==> src/rtl/uart_ctrl.sv <==
// uart_ctrl: 8N1 UART transmitter/receiver with a one-byte RX holding register.
module uart_ctrl #(
    parameter int CLKS_PER_BIT = 868
) (
    input  logic       clk,
    input  logic       rst,
    input  logic [7:0] tx_data,
    input  logic       tx_we,
    output logic       tx_busy,
    input  logic       rx_re,
    output logic [7:0] rx_data,
    output logic       rx_valid,
    output logic       rx_overrun,
    output logic       rx_frame_err,
    output logic       uart_txd,
    input  logic       uart_rxd
);
    localparam int CW = $clog2(CLKS_PER_BIT);
    localparam logic [CW-1:0] LAST = CW'(CLKS_PER_BIT - 1);
    localparam logic [CW-1:0] HALF = CW'(CLKS_PER_BIT / 2 - 1);

    typedef enum logic [1:0] {IDLE, START, DATA, STOP} state_t;

    state_t        tx_state, tx_next, rx_state, rx_next;
    logic [CW-1:0] tx_cnt, rx_cnt;
    logic [2:0]    tx_idx, rx_idx;
    logic [7:0]    tx_shift, rx_shift;
    logic          rx_s1, rx_s2;
    logic          tx_tick, rx_tick, rx_mid, rx_done;

    assign tx_tick  = tx_cnt == LAST;
    assign rx_tick  = rx_cnt == LAST;
    assign rx_mid   = rx_cnt == HALF;
    assign rx_done  = rx_state == STOP && rx_tick;
    assign tx_busy  = tx_state != IDLE;
    assign uart_txd = tx_state == START ? 1'b0 : tx_state == DATA ? tx_shift[0] : 1'b1;

    always_comb begin
        tx_next = tx_state;
        unique case (tx_state)
            IDLE:    if (tx_we) tx_next = START;
            START:   if (tx_tick) tx_next = DATA;
            DATA:    if (tx_tick && tx_idx == 3'd7) tx_next = STOP;
            STOP:    if (tx_tick) tx_next = IDLE;
            default: tx_next = IDLE;
        endcase
    end

    always_ff @(posedge clk) begin
        if (rst) begin
            tx_state <= IDLE;
            tx_cnt   <= '0;
            tx_idx   <= '0;
            tx_shift <= '0;
        end else begin
            tx_state <= tx_next;
            tx_cnt   <= (tx_state == IDLE || tx_tick) ? '0 : tx_cnt + 1'b1;
            if (tx_state == IDLE && tx_we) tx_shift <= tx_data;
            if (tx_state == DATA && tx_tick) begin
                tx_shift <= tx_shift >> 1;
                tx_idx   <= tx_idx + 1'b1;
            end
        end
    end

    // A start bit that is high again at its centre is treated as a glitch.
    always_comb begin
        rx_next = rx_state;
        unique case (rx_state)
            IDLE:    if (!rx_s2) rx_next = START;
            START:   if (rx_mid) rx_next = rx_s2 ? IDLE : DATA;
            DATA:    if (rx_tick && rx_idx == 3'd7) rx_next = STOP;
            STOP:    if (rx_tick) rx_next = IDLE;
            default: rx_next = IDLE;
        endcase
    end

    always_ff @(posedge clk) begin
        if (rst) begin
            rx_s1        <= 1'b1;
            rx_s2        <= 1'b1;
            rx_state     <= IDLE;
            rx_cnt       <= '0;
            rx_idx       <= '0;
            rx_shift     <= '0;
            rx_data      <= '0;
            rx_valid     <= 1'b0;
            rx_overrun   <= 1'b0;
            rx_frame_err <= 1'b0;
        end else begin
            rx_s1        <= uart_rxd;
            rx_s2        <= rx_s1;
            rx_state     <= rx_next;
            rx_cnt       <= (rx_state == IDLE || rx_tick || (rx_state == START && rx_mid)) ? '0 : rx_cnt + 1'b1;
            rx_overrun   <= rx_done && rx_s2 && rx_valid && !rx_re;
            rx_frame_err <= rx_done && !rx_s2;
            if (rx_state == DATA && rx_tick) begin
                rx_shift <= {rx_s2, rx_shift[7:1]};
                rx_idx   <= rx_idx + 1'b1;
            end
            if (rx_done && rx_s2) begin
                rx_data  <= rx_shift;
                rx_valid <= 1'b1;
            end else if (rx_re) begin
                rx_valid <= 1'b0;
            end
        end
    end
endmodule

==> config.mk <==
export PLATFORM = sky130hd
export DESIGN_NAME = uart_ctrl
export DESIGN_NICKNAME = d
export VERILOG_FILES = /design/src/rtl/uart_ctrl.sv
export SDC_FILE = /design/constraint.sdc
export NUM_CORES = 1
export LEC_CHECK = 0
export ABC_CLOCK_PERIOD_IN_PS = 2620
export CELL_PAD_IN_SITES_DETAIL_PLACEMENT = 0
export CELL_PAD_IN_SITES_GLOBAL_PLACEMENT = 1
export CORE_MARGIN = 2
export CORE_UTILIZATION = 46
export DETAILED_ROUTE_END_ITERATION = 8
export PLACE_DENSITY_LB_ADDON = 0.2
export SLEW_MARGIN = 30
export SYNTH_ARGS = -nofsm -noshare
export SYNTH_HDL_FRONTEND = slang
export SYNTH_SLANG_ARGS = --single-unit
==> constraint.sdc <==
create_clock -name clk -period 2.62 [get_ports clk]
set_input_delay 0.655 -clock clk [delete_from_list [all_inputs] [get_ports clk]]
set_output_delay 0.655 -clock clk [all_outputs]
set_load 0.005 [all_outputs]
==> flow_summary_export.csv, run 1 <==
group,metric,value,unit
floorplanning,fp.dieW,79.0,µm
worst_setup_path,slowest_delay,500,ps
sta,worst_pin_slew,462,ps
worst_setup_path,crit_fanout,12,
sta,setup_viol,0,
worst_setup_path,cp_num_cells,4,
floorplanning,start_util,0.473,
worst_setup_path,critPathKind,"reg2out",
floorplanning,row_count,27,
worst_setup_path,cpMaxStageDelayCell,"clkdlybuf4s50_1",
worst_setup_path,critPathBufInv,3,
clocking,cts_num_sinks,59,
synth,yosys_register_bits,59,
sta,rsz0062_at_grt,"no",
floorplanning,die_area,6240,µm²
worst_setup_path,path_cells,"inv_1, ha_1, inv_1, clkdlybuf4s50_1",
drt,vias,1971,
drt,antenna_left,0,
hold_path,min_path_cells,1,
layout,final_cells,382,
sta,maxSlewHeadroom,0.691,
clocking,post_cts_resized,0,
worst_setup_path,rr_endpoint,"rx_shift[3]$_SDFFE_PP0P_",
synth,synth_edf_count,0,
global_routing,antenna_found_initial,0,
drt,viasPerCell,5.16,
place,place_congestion,0.754,
hold_path,hold_start,"rx_s1$_SDFF_PP1_",
global_routing,globalRouteOverflowTotal,0,
place,dp_hpwl,3.36,mm
synth,yosysSeqAreaShare,0.456,
worst_setup_path,crit_top_cell,"inv_1",
synth,synth_cell_types,49,
hold_path,hold_path_class,"reg2reg",
clocking,htree_levels,3,
sta,hold_viol,0,
drt,drt-initial-drc-count,92,
power,power,0.00212,W
place,dp_slack,551,ps
sta,fin_ws,213,ps
clocking,cts_setup_buffers,0,
sta,fmax,415,MHz
clocking,tritoncts,"done",
layout,drive_gt1_frac,0.106,
synth,syn_inst,278,
synth,syn_area_per_cell,9.31,µm²
drt,wl_per_cell,12.6,µm
clocking,cts_buffers,9,
worst_setup_path,cp.arrival,1750,ps
floorplanning,coreArea,5470,µm²
layout,nNetsFinal,329,
global_routing,grt_first_pass_wirelength,8.63,mm
floorplanning,top_level_ports,26,
floorplanning,die_h,79.0,µm
place,portBuffers,25,
global_routing,grt.total_usage,0.175,
sta,period_share,0.919,
worst_setup_path,required,1970,ps
hold_path,min_to,"rx_s2$_SDFF_PP1_",
sta,drv_slew,0,
power,ir_drop,0.000364,V
clocking,clock_path_buffers,2,
synth,synth_nets,302,
sta,skew,4.05,ps
synth,yosysWarnings,0,
worst_setup_path,r2r-start,"rx_cnt[0]$_SDFF_PP0_",
synth,async_flop_share,0,
clocking,insertion_delay,320,ps
worst_setup_path,cp-start-kind,"register",
global_routing,grt_max_degree,24,
power,leakage,1.14,nW
worst_setup_path,cp_top_family,"buffers and inverters",
drt,route.detailed.drc,0,
worst_setup_path,rrSetupSlack,700,ps
layout,area_growth,18.6,%
global_routing,first_global_vias,1957,
place,place_inst,366,
clocking,root_buffer,"clkbuf_8",
job,maxCapViolations,0,
run_status,run_status,"complete, no violations",
clocking,clk_pin_slew,60,ps
worst_setup_path,reg2reg_depth,5,
power,power_density,690,nW/µm²
sta,period_needed,2410,ps
synth,synth_area,2590,µm²
drt,dr.pass1.iters,4,
drt,routed_wl,4.81,mm
synth,synth_flop_cell,"dfxtp_1",
worst_setup_path,endpoint_kind,"output pin",
layout,num_antenna_cells,0,
sta,setup_tns,0,ps
clocking,hold_buffers,0,
[logic make-up after synthesis]
group / after synthesis / share of synthesized area
XOR/XNOR: 17 / 0.0575
buffers and inverters: 21 / 0.0435
AND/OR/NAND/NOR: 127 / 0.251
adder cells (fa/ha/maj): 11 / 0.0532
AO/OA/AOI/OAI: 33 / 0.100
multiplexers: 10 / 0.0387
flip-flops: 59 / 0.456
[worst max path at each step]
stage                                   from                      end  slack, ps
floorplan               rx_cnt[0]$_SDFF_PP0_  rx_data[0]$_SDFFE_PP0P_        960
global placement    tx_state[0]$_SDFFE_PP0P_                  tx_busy        590
detailed placement  tx_state[0]$_SDFFE_PP0P_                  tx_busy        550
CTS                 tx_state[0]$_SDFFE_PP0P_                  tx_busy        190
global route        tx_state[0]$_SDFFE_PP0P_                  tx_busy         80
finish              tx_state[0]$_SDFFE_PP0P_                  tx_busy        210
[through the flow]
stage                     cell area, µm²  utilization  hold WS (ps)
after global routing                3070        0.561           451
after CTS                           3070        0.561           429
after floorplan                     2590            -           389
after global placement              2880        0.526           410
final                               3070        0.561           425
after detailed placement            2880        0.526           400
[power by group]
group	internal, W	total (W)	switching, W
clock network	0.000460	0.000798	0.000338
logic	0.000159	0.000343	0.000184
registers	0.000944	0.000978	0.0000340
[synth_stat cells, types with 3 or more instances]
cell | n | area [µm²]
a31o_1 | 8 | 70.1
nor3_1 | 14 | 70.1
mux2i_1 | 10 | 100
dfxtp_1 | 59 | 1180
o21ai_0 | 3 | 15.0
xnor2_1 | 9 | 78.8
xor2_1 | 8 | 70.1
buf_6 | 4 | 45.0
clkbuf_1 | 5 | 18.8
a21oi_1 | 3 | 15.0
ha_1 | 11 | 138
inv_1 | 8 | 30.0
nand2_1 | 32 | 120
nor2_1 | 37 | 139
a311oi_1 | 8 | 70.1
nand3_1 | 17 | 85.1
[layout make-up]
type / instances / area (µm²)
clock inverters: 5 / 52.6
clock buffers: 11 / 141
repair buffers: 29 / 280
inverters: 8 / 30.0
multi-input cells: 198 / 1290
fillers: 530 / 2400
flip-flops and latches: 59 / 1180
well taps: 72 / 90.1
[layout by cell type (no fill, tap or decap), types with 4 or more instances in the layout]
master,Yosys,layout
dfxtp_1,59,59
nor2_1,37,37
nand2_1,32,32
clkdlybuf4s50_1,0,25
nand3_1,17,17
nor3_1,14,14
ha_1,11,11
mux2i_1,10,10
clkbuf_8,0,10
xnor2_1,9,9
inv_1,8,8
a311oi_1,8,8
a31o_1,8,8
xor2_1,8,8
buf_4,0,4
[registers in the layout, summed over array words and instances, names as in the netlist, named ones only]
register / flops
rx_s1: 1
tx_idx: 3
rx_idx: 3
tx_shift: 8
rx_valid: 1
rx_shift: 8
rx_s2: 1
tx_cnt: 10
rx_data: 8
rx_cnt: 10
tx_state: 2
rx_frame_err: 1
rx_state: 1
rx_overrun: 1
[routing by layer]
layer  global-route usage  part of all wire  vias to the layer above
li1                     -                 -                     1027
met2                0.292              0.49                       27
met5                    0                 0                        -
met3               0.0693             0.033                        2
met4               0.0638            0.0060                        0
met1                0.203              0.47                      915
(Power assumes the default switching activity.)
==> inputs of run 2 (changes only) <==
- SKIP_CTS_REPAIR_TIMING: not set -> 1
==> results of run 2 <==
No change in the layout: final DEF, timing and power equal those of run 1.
